### src/rtl/oled_frame_sequencer.sv
// OLED frame sequencer for an SSD1306-class 128x64 panel.
// Drives the panel reset pin, streams the init command list through the SPI
// byte master, then on each refresh request sends every page (address header
// plus framebuffer bytes). One byte is in flight at a time; a stalled byte
// aborts back to a full panel re-init.
module oled_frame_sequencer #(
    parameter int unsigned RST_CYCLES = 20000,
    parameter int unsigned PAGES      = 8,
    parameter int unsigned COLS       = 128,
    parameter int unsigned TIMEOUT    = 4096
) (
    input  logic       clk,
    input  logic       rst,
    input  logic       refresh,
    output logic       oled_res,
    output logic [7:0] spi_data_out,
    output logic       dc,
    output logic       spi_send,
    input  logic       spi_send_done,
    output logic [9:0] fb_addr,
    input  logic [7:0] fb_data,
    output logic       init_done,
    output logic       busy,
    output logic       frame_done,
    output logic       timeout_err
);

    localparam int unsigned RW       = $clog2(RST_CYCLES + 1);
    localparam int unsigned WW       = $clog2(TIMEOUT + 1);
    localparam int unsigned PW       = (PAGES > 1) ? $clog2(PAGES) : 1;
    localparam int unsigned CW       = (COLS > 1) ? $clog2(COLS) : 1;
    localparam int unsigned INIT_LEN = 25;

    localparam logic [2:0] RES_LO   = 3'd0;
    localparam logic [2:0] RES_HI   = 3'd1;
    localparam logic [2:0] INIT     = 3'd2;
    localparam logic [2:0] IDLE     = 3'd3;
    localparam logic [2:0] PAGE_CMD = 3'd4;
    localparam logic [2:0] FETCH    = 3'd5;
    localparam logic [2:0] DATA     = 3'd6;

    logic [2:0]    state, state_n;
    logic [RW-1:0] rst_cnt, rst_cnt_n;
    logic [WW-1:0] wait_cnt, wait_cnt_n;
    logic [4:0]    byte_idx, byte_idx_n;
    logic [PW-1:0] page, page_n;
    logic [CW-1:0] col, col_n;
    logic          in_flight, in_flight_n;
    logic [7:0]    data_lat, data_lat_n;
    logic          pending, pending_n;

    logic          oled_res_n;
    logic [7:0]    spi_data_out_n;
    logic          dc_n;
    logic          spi_send_n;
    logic [9:0]    fb_addr_n;
    logic          init_done_n;
    logic          busy_n;
    logic          frame_done_n;
    logic          timeout_err_n;

    logic [7:0]    tx_byte;
    logic          tx_dc;
    logic          byte_done;
    logic          abort;

    // Panel power-up command list, sent in order with dc=0.
    function automatic logic [7:0] init_byte(input logic [4:0] idx);
        case (idx)
            5'd0:    init_byte = 8'hAE;
            5'd1:    init_byte = 8'hD5;
            5'd2:    init_byte = 8'h80;
            5'd3:    init_byte = 8'hA8;
            5'd4:    init_byte = 8'h3F;
            5'd5:    init_byte = 8'hD3;
            5'd6:    init_byte = 8'h00;
            5'd7:    init_byte = 8'h40;
            5'd8:    init_byte = 8'h8D;
            5'd9:    init_byte = 8'h14;
            5'd10:   init_byte = 8'h20;
            5'd11:   init_byte = 8'h02;
            5'd12:   init_byte = 8'hA1;
            5'd13:   init_byte = 8'hC8;
            5'd14:   init_byte = 8'hDA;
            5'd15:   init_byte = 8'h12;
            5'd16:   init_byte = 8'h81;
            5'd17:   init_byte = 8'hCF;
            5'd18:   init_byte = 8'hD9;
            5'd19:   init_byte = 8'hF1;
            5'd20:   init_byte = 8'hDB;
            5'd21:   init_byte = 8'h40;
            5'd22:   init_byte = 8'hA4;
            5'd23:   init_byte = 8'hA6;
            5'd24:   init_byte = 8'hAF;
            default: init_byte = 8'h00;
        endcase
    endfunction

    // Linear framebuffer address of (page, col).
    function automatic logic [9:0] addr_of(input logic [PW-1:0] p, input logic [CW-1:0] c);
        addr_of = 10'(32'(p) * COLS + 32'(c));
    endfunction

    // State and output registers.
    always_ff @(posedge clk or posedge rst) begin
        if (rst) begin
            state        <= RES_LO;
            rst_cnt      <= '0;
            wait_cnt     <= '0;
            byte_idx     <= '0;
            page         <= '0;
            col          <= '0;
            in_flight    <= 1'b0;
            data_lat     <= '0;
            pending      <= 1'b0;
            oled_res     <= 1'b0;
            spi_data_out <= '0;
            dc           <= 1'b0;
            spi_send     <= 1'b0;
            fb_addr      <= '0;
            init_done    <= 1'b0;
            busy         <= 1'b1;
            frame_done   <= 1'b0;
            timeout_err  <= 1'b0;
        end else begin
            state        <= state_n;
            rst_cnt      <= rst_cnt_n;
            wait_cnt     <= wait_cnt_n;
            byte_idx     <= byte_idx_n;
            page         <= page_n;
            col          <= col_n;
            in_flight    <= in_flight_n;
            data_lat     <= data_lat_n;
            pending      <= pending_n;
            oled_res     <= oled_res_n;
            spi_data_out <= spi_data_out_n;
            dc           <= dc_n;
            spi_send     <= spi_send_n;
            fb_addr      <= fb_addr_n;
            init_done    <= init_done_n;
            busy         <= busy_n;
            frame_done   <= frame_done_n;
            timeout_err  <= timeout_err_n;
        end
    end

    // Next-state, byte handshake and output computation.
    always_comb begin
        state_n        = state;
        rst_cnt_n      = rst_cnt;
        wait_cnt_n     = wait_cnt;
        byte_idx_n     = byte_idx;
        page_n         = page;
        col_n          = col;
        in_flight_n    = in_flight;
        data_lat_n     = data_lat;
        pending_n      = pending | refresh;
        oled_res_n     = oled_res;
        spi_data_out_n = spi_data_out;
        dc_n           = dc;
        spi_send_n     = 1'b0;
        fb_addr_n      = fb_addr;
        init_done_n    = init_done;
        frame_done_n   = 1'b0;
        timeout_err_n  = timeout_err;
        tx_byte        = 8'h00;
        tx_dc          = 1'b0;
        byte_done      = 1'b0;
        abort          = 1'b0;

        // Byte presented by the current byte-sending state.
        case (state)
            INIT: tx_byte = init_byte(byte_idx);
            PAGE_CMD: begin
                case (byte_idx)
                    5'd0:    tx_byte = 8'hB0 + 8'(page);
                    5'd1:    tx_byte = 8'h00;
                    default: tx_byte = 8'h10;
                endcase
            end
            DATA: begin
                tx_byte = data_lat;
                tx_dc   = 1'b1;
            end
            default: tx_byte = 8'h00;
        endcase

        // Issue one byte, then wait for its done or give up after TIMEOUT cycles.
        if (state == INIT || state == PAGE_CMD || state == DATA) begin
            if (!in_flight) begin
                spi_send_n     = 1'b1;
                spi_data_out_n = tx_byte;
                dc_n           = tx_dc;
                in_flight_n    = 1'b1;
                wait_cnt_n     = '0;
            end else if (spi_send_done) begin
                in_flight_n = 1'b0;
                byte_done   = 1'b1;
            end else if (wait_cnt == WW'(TIMEOUT - 1)) begin
                abort = 1'b1;
            end else begin
                wait_cnt_n = wait_cnt + WW'(1);
            end
        end

        case (state)
            RES_LO: begin
                oled_res_n = 1'b0;
                if (rst_cnt == RW'(RST_CYCLES - 1)) begin
                    rst_cnt_n  = '0;
                    oled_res_n = 1'b1;
                    state_n    = RES_HI;
                end else begin
                    rst_cnt_n = rst_cnt + RW'(1);
                end
            end
            RES_HI: begin
                if (rst_cnt == RW'(RST_CYCLES - 1)) begin
                    rst_cnt_n  = '0;
                    byte_idx_n = '0;
                    state_n    = INIT;
                end else begin
                    rst_cnt_n = rst_cnt + RW'(1);
                end
            end
            INIT: begin
                if (byte_done) begin
                    if (byte_idx == 5'(INIT_LEN - 1)) begin
                        init_done_n = 1'b1;
                        byte_idx_n  = '0;
                        state_n     = IDLE;
                    end else begin
                        byte_idx_n = byte_idx + 5'd1;
                    end
                end
            end
            IDLE: begin
                if (pending) begin
                    // A refresh in this same cycle keeps the flag set for a follow-on frame.
                    pending_n  = refresh;
                    page_n     = '0;
                    byte_idx_n = '0;
                    state_n    = PAGE_CMD;
                end
            end
            PAGE_CMD: begin
                if (byte_done) begin
                    if (byte_idx == 5'd2) begin
                        col_n      = '0;
                        byte_idx_n = '0;
                        fb_addr_n  = addr_of(page, '0);
                        state_n    = FETCH;
                    end else begin
                        byte_idx_n = byte_idx + 5'd1;
                    end
                end
            end
            FETCH: begin
                // fb_addr is already on the bus; RAM data is valid one cycle later.
                if (byte_idx == 5'd0) begin
                    byte_idx_n = 5'd1;
                end else begin
                    data_lat_n = fb_data;
                    byte_idx_n = '0;
                    state_n    = DATA;
                end
            end
            DATA: begin
                if (byte_done) begin
                    byte_idx_n = '0;
                    if (col == CW'(COLS - 1)) begin
                        if (page == PW'(PAGES - 1)) begin
                            frame_done_n = 1'b1;
                            state_n      = IDLE;
                        end else begin
                            page_n  = page + PW'(1);
                            state_n = PAGE_CMD;
                        end
                    end else begin
                        col_n     = col + CW'(1);
                        fb_addr_n = addr_of(page, col + CW'(1));
                        state_n   = FETCH;
                    end
                end
            end
            default: state_n = RES_LO;
        endcase

        // Stalled SPI byte: drop the frame, flag it, and re-init the panel.
        if (abort) begin
            state_n       = RES_LO;
            rst_cnt_n     = '0;
            byte_idx_n    = '0;
            in_flight_n   = 1'b0;
            oled_res_n    = 1'b0;
            init_done_n   = 1'b0;
            timeout_err_n = 1'b1;
        end

        busy_n = (state_n != IDLE);
    end

endmodule
### config.mk
export PLATFORM = sky130hd
export DESIGN_NAME = oled_frame_sequencer
export DESIGN_NICKNAME = d
export VERILOG_FILES = /design/src/rtl/oled_frame_sequencer.sv
export SDC_FILE = /design/constraint.sdc
export NUM_CORES = 1
export LEC_CHECK = 0
export CAP_MARGIN = 5
export CORE_UTILIZATION = 35
export CTS_BUF_LIST = sky130_fd_sc_hd__clkbuf_4
export CTS_CLUSTER_SIZE = 8
export DETAILED_ROUTE_END_ITERATION = 12
export SLEW_MARGIN = 30
export SYNTH_ARGS = -nofsm -noshare
export SYNTH_HDL_FRONTEND = slang
export SYNTH_SLANG_ARGS = --single-unit
export TNS_END_PERCENT = 50
### constraint.sdc
create_clock -name clk -period 4.55 [get_ports clk]
set_input_delay 0.455 -clock clk [delete_from_list [all_inputs] [get_ports clk]]
set_output_delay 0.455 -clock clk [all_outputs]
set_load 0.01 [all_outputs]
==> summary.json, run 1 <==
{
  "sta": {
    "timing_hold_violations_final": 0,
    "fin_hold_ws_ns": 0.468,
    "timing.final.max_slew_violations": 0,
    "min_period_over_period_pct": 55.6,
    "final_period_minus_worst_setup_slack_ns": 2.53,
    "timing.fmax_ghz": 0.395,
    "worst-slew-pin-transition_ns": 0.791,
    "worst_slew_margin_rel_pct": 47.2,
    "timing.clock.skew_ns": 0.0185,
    "setup_total_negative_slack_ns": 0,
    "setup_repair_after_global_routing_missed_its_margin": "false",
    "setup_viol": 0
  },
  "worst_setup_path": {
    "setup.worst_path.end_class": "flop",
    "critPathArrivalTime_ns": 2.90,
    "cp.required_ns": 4.92,
    "crit_fanout": 9,
    "critical_path_class": "reg -> reg",
    "startpoint_type": "flop"
  },
  "power_and_ir_drop": {
    "p_comb_share_pct": 2.3,
    "seq_power_share_pct": 60.3,
    "p_per_area_nw_per_um2": 220,
    "power_frac_clock_pct": 37.4,
    "netSwitchingPower_mw": 0.255,
    "power_leakage_nw": 2.06,
    "internal-power_mw": 0.836,
    "ir_worst_vdd_uv": 85.9,
    "p_sw_share_pct": 23.4
  },
  "cts": {
    "h-tree-depth": 3,
    "cts_post_setup_buffers_inserted": 0,
    "path_clk_slew_ns": 0.13,
    "cts-buffers-inserted": 9,
    "tritoncts_num_sinks": 74,
    "clock_latency_ns": 0.45,
    "cts_max_path_buffers": 2,
    "cts.repair.resized": 0,
    "tritoncts_clock_tree": "built",
    "number_of_buffers_inserted_by_hold_repair_at_cts": 0,
    "clock-root-buffer": "clkbuf_4"
  },
  "logic_synthesis": {
    "netlist.top_cell.by_area": "dfrtp_1",
    "ys_warn_count": 0,
    "distinct_cell_type_count_of_the_synthesized_netlist": 71,
    "post_synth.cell_area_avg_um2": 9.49,
    "synth-edff-count": 0,
    "netlist_top_cells_area": "dfrtp_1 42%, nor2_1 4.4%, nand2_1 4.0%",
    "synth_nets": 482,
    "ys_async_sr_fraction_pct": 100,
    "netlist_area_um2": 4360,
    "area_share_of_the_leading_cell_type_in_the_synthesized_netlist_pct": 41.9,
    "yosys_register_bits": 74,
    "synth-main-ff-cell": "dfrtp_1",
    "yosysSeqAreaShare_pct": 42.5,
    "post_synth_inst_count": 460
  },
  "placement": {
    "port_buffers": 36,
    "numPlacedInstances": 641,
    "globalplace.congestion": 0.846,
    "dp.final_hpwl_mm": 7.13
  },
  "grt": {
    "gr-total-overflow": 0,
    "global_route_wire_length_before_repair_mm": 16.6,
    "grt_antenna_before_repair": 0,
    "maximum_number_of_pins_on_one_net_before_global_route_repair": 39,
    "grt_util_all_layers_pct": 16.3,
    "vias_in_the_first_global_route": 3364
  },
  "floorplan": {
    "io-pin-count": 37,
    "initial_cell_density_of_the_core_pct": 36.2,
    "rows": 40,
    "core_um2": 12100,
    "floorplan.die.height_um": 114,
    "die_width_um": 114,
    "die_outline_area_um2": 12900
  },
  "routing": {
    "detailedRoute.firstPassIterationCount": 4,
    "wl_per_cell_um": 15.2,
    "routed_wl_mm": 9.96,
    "average_via_count_per_standard_cell": 5.37,
    "starting_drc_count_in_detailed_routing": 225,
    "detailroute.via_count": 3531,
    "drc": 0,
    "drtAntennaViolNets": 0
  },
  "min_path": {
    "worst_hold_path_type": "in -> async"
  },
  "finish": {
    "antennaDiodeCount": 0,
    "n_fill_cell": 1183,
    "drive_above_1_share_pct": 10.8,
    "stdcell_count": 657,
    "nNetsFinal": 506,
    "synthToLayoutAreaGrowth_pct": 13.8
  },
  "run_status": {
    "outcome": "complete, no violations"
  },
  "job": {
    "cap_violations": 0
  }
}
[power groups by stage]
stage | combinational (mW) | clock (mW) | sequential, mW
after floorplan | 0.0104 | 0 | 0.670
after global placement | 0.0256 | 0 | 0.670
after detailed placement | 0.0261 | 0 | 0.670
after CTS | 0.0261 | 0.418 | 0.658
after global routing | 0.0284 | 0.446 | 0.658
final | 0.0247 | 0.408 | 0.657
[flip-flops by register name (all words and copies together) (netlist names), 3 cells and up]
signal	cells
page	3
fb_addr	10
rst_cnt	15
wait_cnt	13
byte_idx	5
data_lat	8
state	3
spi_data_out	8
[area by class of cell]
type                       instances  area (µm²)  share of cell area, %
multi-input combinational        349        2350                   47.4
clock buffer                      10        75.1                   1.51
inverter                          13        48.8                  0.983
timing repair buffer              37         368                   7.41
tap                              168         210                   4.23
clock inverter                     6        57.6                   1.16
sequential                        74        1850                   37.3
[synthesized netlist by cell type, types with 2 or more instances]
master and count:
inv_1 13, nand2b_1 7, nor2b_1 7, mux2i_1 2, o21ai_0 22, nand3_1 19, a32oi_1 3, o2111ai_1 4
xnor2_1 12, nor4_1 7, and4_1 2, nor3b_2 2, and4b_1 3, a2bb2oi_1 3, mux2_1 3, nor2_1 51
nand4_2 2, dfrtp_1 73, nand4b_1 4, a31oi_1 4, buf_2 9, o211ai_1 8, xor2_1 17, nor4b_1 2
nor4_2 2, a211oi_1 6, nand4_1 6, clkbuf_1 11, o221ai_1 2, a21o_1 5, a21oi_1 15, nand2_1 47
or2_2 4, a41oi_1 2, a22oi_1 3, o22ai_1 5, or3b_1 2, mux2_2 12, and3_1 9, buf_4 3
nor3_1 8, ha_1 10
[worst max-delay path: stages, from the launching register on]
cell	delay, ns
dfrtp_1	0.54
inv_1	0.15
ha_1	0.31
nor4b_4	0.21
nor3b_4	0.50
a21o_1	0.14
a211oi_1	0.06
or4b_1	0.54
[per-stage QoR]
| step | power, mW | utilization (%) | worst slack, ns | instance area, µm² |
|---|---|---|---|---|
| after CTS | 1.10 | 41.1 | 1.76 | 4950 |
| after floorplan | 0.681 | - | 2.22 | 4360 |
| final | 1.09 | 41.2 | 2.02 | 4970 |
| after global placement | 0.696 | 40.0 | 1.89 | 4820 |
| after global routing | 1.13 | 41.2 | 1.78 | 4970 |
| after detailed placement | 0.696 | 40.0 | 1.79 | 4820 |
[final timing paths]
path,startpoint,cells after the start,slack (ns),end
min in group clk,dc,1,0.50,dc
worst min-delay path,rst,2,0.47,data_lat[0]
max in group asynchronous,rst,3,3.10,wait_cnt[3]
worst max register to register,byte_idx[1],7,2.02,busy
worst max-delay path,byte_idx[1],7,2.02,busy
worst min register to register,dc,1,0.50,dc
[metal layers]
layer	part of all wire [%]	wire (µm)	up-vias	GRT usage [%]
met1	48	4780	1735	22.3
met4	1.7	170	0	6.32
met2	47	4690	82	25.6
met5	0	0	-	0
met3	3.2	323	11	2.87
li1	-	-	1703	-
[cell usage in the layout (no fill, tap or decap), types with 9 or more instances in the layout]
cell             count
nor2_1              50
xor2_1              17
clkbuf_4            10
nand3_1             19
and3_1               9
o21ai_0             22
a21oi_1             15
clkdlybuf4s50_1     36
ha_1                10
inv_1               12
mux2_2              12
xnor2_1             12
nand2_1             47
dfrtp_1             73
[cell families (layout without fill, tap and decap cells)]
family	Yosys count	in the layout	synth area share [%]
multiplexers	18	18	4.67
flip-flops	74	74	42.5
AND/OR/NAND/NOR	200	200	25.8
AO/OA/AOI/OAI	92	92	14.5
XOR/XNOR	29	29	5.82
adder cells (fa/ha/maj)	10	10	2.87
buffers and inverters	37	66	3.87
(Power assumes the default switching activity.)
==> inputs of run 2 (changes only) <==
==> constraint.sdc (replaced) <==
create_clock -name clk -period 2.2 [get_ports clk]
set_input_delay 0.22 -clock clk [delete_from_list [all_inputs] [get_ports clk]]
set_output_delay 0.22 -clock clk [all_outputs]
set_load 0.01 [all_outputs]
==> run 2 against run 1 <==
Final cell count is 4.3% higher. Via count up 2.6%. Clock skew down 0.0036 ns. Sequential cell count unchanged. Wire length rose by 2.1%. Critical path depth did not move. Highest routed layer unchanged.
==> summary.json, run 2 (synthesized netlist as in run 1, its figures left out) <==
{
  "run_status": {
    "outcome": "complete, no violations"
  },
  "sta": {
    "final_period_minus_worst_setup_slack_ns": 2.06,
    "timing_hold_violations_final": 0,
    "timing.final.max_slew_violations": 0,
    "timing.clock.skew_ns": 0.0148,
    "min_period_over_period_pct": 93.8,
    "timing.fmax_ghz": 0.485,
    "worst-slew-pin-transition_ns": 0.527,
    "setup_viol": 0,
    "worst_slew_margin_rel_pct": 64.8
  },
  "worst_setup_path": {
    "reg2reg_slack_ns": 0.14,
    "cp.required_ns": 2.52,
    "r2r_end": "byte_idx[2]",
    "worstRegToRegCells": 7,
    "critical_path_class": "reg -> reg",
    "startpoint_type": "flop",
    "critPathArrivalTime_ns": 2.39,
    "critical_r2r_launch": "byte_idx[0]",
    "crit_fanout": 7,
    "setup.worst_path.end_class": "flop"
  },
  "finish": {
    "stdcell_count": 685,
    "largest_register_ff_count": 15,
    "top_regs": "rst_cnt (15), wait_cnt (13), fb_addr (10)",
    "summed_area_of_non_filler_cells_in_the_final_layout_um2": 5210,
    "layout.cells.most_common_list": "73 x dfrtp_1, 51 x nor2_1, 47 x nand2_1, 36 x clkdlybuf4s50_1, 27 x buf_4",
    "max_flop_register": "rst_cnt",
    "drive_above_1_share_pct": 15.7,
    "synthToLayoutAreaGrowth_pct": 19.4,
    "nNetsFinal": 533,
    "layout.cells.most_common": "dfrtp_1"
  },
  "routing": {
    "routed-wl-met3_um": 281,
    "wl_per_cell_um": 14.8,
    "detailroute.via_count": 3623,
    "top_layer_used": "met4",
    "detailedRoute.firstPassIterationCount": 4,
    "wl_met1_mm": 4.91,
    "dr_wl_met2_mm": 4.75,
    "drc": 0,
    "routed_wl_mm": 10.2,
    "drtAntennaViolNets": 0,
    "starting_drc_count_in_detailed_routing": 208,
    "average_via_count_per_standard_cell": 5.29
  },
  "cts": {
    "h-tree-depth": 3,
    "clock_latency_ns": 0.44,
    "cts-buffers-inserted": 9,
    "path_clk_slew_ns": 0.12,
    "tritoncts_num_sinks": 74,
    "tritoncts_clock_tree": "built",
    "clock-root-buffer": "clkbuf_4",
    "cts_max_path_buffers": 2
  },
  "power_and_ir_drop": {
    "p_per_area_nw_per_um2": 457,
    "p_sw_share_pct": 21.3,
    "internal-power_mw": 1.87,
    "power_frac_clock_pct": 40.6,
    "p_comb_share_pct": 2.2,
    "power_leakage_nw": 2.22,
    "ir_worst_vdd_uv": 188,
    "seq_power_share_pct": 57.1,
    "netSwitchingPower_mw": 0.506
  },
  "min_path": {
    "worst_hold_path_type": "in -> async"
  },
  "grt": {
    "maximum_number_of_pins_on_one_net_before_global_route_repair": 75,
    "gr-total-overflow": 0,
    "global_route_wire_length_before_repair_mm": 17.3,
    "vias_in_the_first_global_route": 3554,
    "grt_util_all_layers_pct": 16.9,
    "grt_antenna_before_repair": 1
  },
  "job": {
    "cap_violations": 0
  },
  "placement": {
    "postPlaceCellArea_um2": 5030,
    "numPlacedInstances": 667,
    "globalplace.congestion": 0.852,
    "port_buffers": 36,
    "dp.final_hpwl_mm": 7.38
  },
  "floorplan": {
    "die_width_um": 114,
    "io-pin-count": 37,
    "die_outline_area_um2": 12900,
    "initial_cell_density_of_the_core_pct": 36.2,
    "rows": 40,
    "core_um2": 12100,
    "floorplan.die.height_um": 114
  }
}
## run 2: worst max-delay path: stages (launching register included)
cell	delay [ns]
dfrtp_1	0.39
inv_1	0.08
ha_1	0.19
or4b_4	0.52
a32oi_1	0.26
a21oi_2	0.11
a211oi_1	0.30
o22ai_1	0.11
## run 2: routing by layer
| layer | GRT usage [%] | vias to the layer above |
|---|---|---|
| li1 | - | 1771 |
| met1 | 23.4 | 1784 |
| met2 | 25.8 | 53 |
| met3 | 2.92 | 15 |
| met4 | 7.89 | 0 |
| met5 | 0 | - |
## run 2: metrics by stage
stage / power, mW / util [%] / hold WS, ns / setup slack (ns) / setup TNS [ns]
2_1_floorplan: 1.41 / - / 0.312 / 0.0930 / 0
3_3_place_gp: 1.44 / 41.7 / 0.454 / 0.174 / 0
3_5_place_dp: 1.44 / 41.7 / 0.465 / 0.0772 / 0
4_1_cts: 2.42 / 43.0 / 0.188 / 0.123 / 0
5_1_grt: 2.48 / 43.2 / 0.189 / -0.0000240 / -0.0000240
6_report: 2.38 / 43.2 / 0.180 / 0.136 / 0
## run 2: power groups by stage
| stage | Sequential, mW | Clock [mW] | Combinational (mW) |
|---|---|---|---|
| floorplan | 1.39 | 0 | 0.0215 |
| global placement | 1.39 | 0 | 0.0558 |
| detailed placement | 1.39 | 0 | 0.0569 |
| CTS | 1.36 | 1.00 | 0.0568 |
| global route | 1.36 | 1.06 | 0.0613 |
| finish | 1.36 | 0.967 | 0.0532 |
## run 2: final cells by class
cell class / instances / area, µm²
Clock inverter: 4 / 67.6
Sequential cell: 74 / 1850
Tap cell: 168 / 210
Fill cell: 1174 / 6850
Multi-Input combinational cell: 349 / 2350
Clock buffer: 12 / 90.1
Timing Repair Buffer: 64 / 583
Antenna cell: 1 / 2.50
Inverter: 13 / 48.8
## run 2: how the worst max path moves through the flow
stage	start	endpoint	slack [ns]	cells after the start
6_report	byte_idx[0]	byte_idx[2]	0.14	7
5_1_grt	byte_idx[0]	spi_data_out[2]	-0.00002	9
4_1_cts	byte_idx[0]	busy	0.12	7
3_5_place_dp	spi_send_done	wait_cnt[11]	0.08	6
3_3_place_gp	spi_send_done	wait_cnt[11]	0.17	6
2_1_floorplan	byte_idx[1]	busy	0.09	7
## run 2: timing repair
action	CTS	global route
setup endpoints to repair	0	4
buffers inserted	0	1
resized for setup	0	2
hold buffers	0	0
==> inputs of run 3 (changes only) <==
--- a/config.mk
+++ b/config.mk
@@ -10,6 +10,7 @@
 export CTS_BUF_LIST = sky130_fd_sc_hd__clkbuf_4
 export CTS_CLUSTER_SIZE = 8
 export DETAILED_ROUTE_END_ITERATION = 12
+export SKIP_LAST_GASP = 1
 export SLEW_MARGIN = 30
 export SYNTH_ARGS = -nofsm -noshare
 export SYNTH_HDL_FRONTEND = slang
==> run 3 against run 2 <==
Power barely moved. Setup slack got worse by 0.0013 ns. First-iteration DRC count up 0.96%. Maximum frequency about the same. Via count hardly changed. Register-to-register slack about the same. Combinational power about the same. Clock skew is 0.00053 ns lower. Critical path type unchanged. Largest cell class unchanged.
==> summary.json, run 3 (synthesized netlist as in run 1, its figures left out) <==
{
  "power_and_ir_drop": {
    "p_per_area_nw_per_um2": 458,
    "ir_worst_vdd_uv": 188,
    "power_leakage_nw": 2.22,
    "totalPowerFinal_mw": 2.38
  },
  "finish": {
    "final_standard_cell_utilization_of_the_core_pct": 43.1,
    "drive_above_1_share_pct": 15.5,
    "top_regs": "rst_cnt (15), wait_cnt (13), fb_addr (10)",
    "layout.cells.most_common": "dfrtp_1",
    "largest_register_ff_count": 15,
    "layout.cells.most_common_list": "73 x dfrtp_1, 51 x nor2_1, 47 x nand2_1, 36 x clkdlybuf4s50_1, 27 x buf_4",
    "nNetsFinal": 533,
    "synthToLayoutAreaGrowth_pct": 19.2,
    "n_fill_cell": 1175,
    "max_flop_register": "rst_cnt"
  },
  "worst_setup_path": {
    "crit_fanout": 13,
    "worstRegToRegCells": 5,
    "critPathArrivalTime_ns": 2.39,
    "cp.required_ns": 2.52,
    "startpoint_type": "flop",
    "setup.worst_path.end_class": "flop",
    "critical_path_class": "reg -> reg"
  },
  "sta": {
    "worst_slew_margin_rel_pct": 63.6,
    "final_period_minus_worst_setup_slack_ns": 2.06,
    "timing.final.max_slew_violations": 0,
    "timing.clock.skew_ns": 0.0143,
    "worst-slew-pin-transition_ns": 0.540,
    "setup_viol": 0,
    "setup_repair_after_global_routing_missed_its_margin": "true",
    "timing_hold_violations_final": 0,
    "timing.fmax_ghz": 0.484,
    "min_period_over_period_pct": 93.9
  },
  "routing": {
    "drc": 0,
    "starting_drc_count_in_detailed_routing": 210,
    "average_via_count_per_standard_cell": 5.29,
    "wl_per_cell_um": 14.9,
    "detailedRoute.firstPassIterationCount": 4,
    "drtAntennaViolNets": 0,
    "routed_wl_mm": 10.2,
    "detailroute.via_count": 3626
  },
  "grt": {
    "grt_antenna_before_repair": 1,
    "vias_in_the_first_global_route": 3554,
    "gr-total-overflow": 0,
    "grt_util_all_layers_pct": 16.9,
    "global_route_wire_length_before_repair_mm": 17.3,
    "maximum_number_of_pins_on_one_net_before_global_route_repair": 75
  },
  "cts": {
    "path_clk_slew_ns": 0.12,
    "tritoncts_num_sinks": 74,
    "clock-root-buffer": "clkbuf_4",
    "h-tree-depth": 3,
    "clock_latency_ns": 0.44,
    "tritoncts_clock_tree": "built",
    "number_of_buffers_inserted_by_hold_repair_at_cts": 0,
    "cts-buffers-inserted": 9,
    "cts_max_path_buffers": 2
  },
  "placement": {
    "dp.final_hpwl_mm": 7.38,
    "port_buffers": 36,
    "globalplace.congestion": 0.852
  },
  "job": {
    "cap_violations": 0
  },
  "floorplan": {
    "die_width_um": 114,
    "core_um2": 12100,
    "io-pin-count": 37,
    "die_outline_area_um2": 12900,
    "rows": 40,
    "floorplan.die.height_um": 114,
    "initial_cell_density_of_the_core_pct": 36.2
  },
  "min_path": {
    "worst_hold_path_type": "in -> async"
  },
  "run_status": {
    "outcome": "complete, no violations"
  }
}
-- run 3: cell count changes in the layout (fill, tap and decap cells not counted) --
cell	delta
nor4_2	-1
nor4_1	+1
-- run 3: path summary, 6_finish.rpt --
kind / start / end / slack (ns)
worst min-delay path: rst / rst_cnt[0] / 0.18
min in group clk: refresh / pending / 0.35
worst max register to register: state[2] / byte_idx[2] / 0.14
worst min register to register: dc / dc / 0.49
max in group asynchronous: rst / busy / 1.70
worst max-delay path: state[2] / byte_idx[2] / 0.14
-- run 3: timing repair --
item,4_1_cts,5_1_grt
endpoints found under the setup margin,0,4
setup buffers,0,1
resized for setup,0,1
-- run 3: through the flow --
stage                     setup TNS [ns]  area (µm²)  instances  setup WS (ns)  hold WS, ns
final                                  0        5200        685          0.135        0.181
after global routing             -0.0569        5200        685        -0.0386        0.189
after CTS                              0        5190        683          0.123        0.188
after detailed placement               0        5030        667         0.0772        0.465
after global placement                 0        5030        667          0.174        0.454
after floorplan                        0        4360        460         0.0930        0.312
-- run 3: area by class of cell --
cell class              count  area, µm²  area share, %
repair buffers             64        583           11.2
clock inverters             4       67.6           1.30
well taps                 168        210           4.04
flip-flops and latches     74       1850           35.6
multi-input cells         349       2350           45.1
inverters                  13       48.8          0.938
diodes                      1       2.50         0.0481
clock buffers              12       90.1           1.73
-- run 3: power breakdown --
group	total, mW	internal (mW)	switching, mW
logic	0.0533	0.0214	0.0319
clock network	0.968	0.493	0.475
registers	1.36	1.36	0.0000000000000000480
total	2.38	1.87	0.507
-- run 3: worst max-delay path, stage by stage, from the launching register on --
cell and delay (ns):
dfrtp_1 0.59, o21bai_2 0.18, nor4_1 0.55, a21oi_2 0.21, a211oi_1 0.30, o22ai_1 0.11
-- run 3: routing by layer --
layer  vias up  track usage (%)  wire length, µm
met2        55             25.8             4760
li1       1772                -                -
met1      1784             23.4             4920
met5         -                0                0
met3        15             2.92              284
met4         0             7.89              224
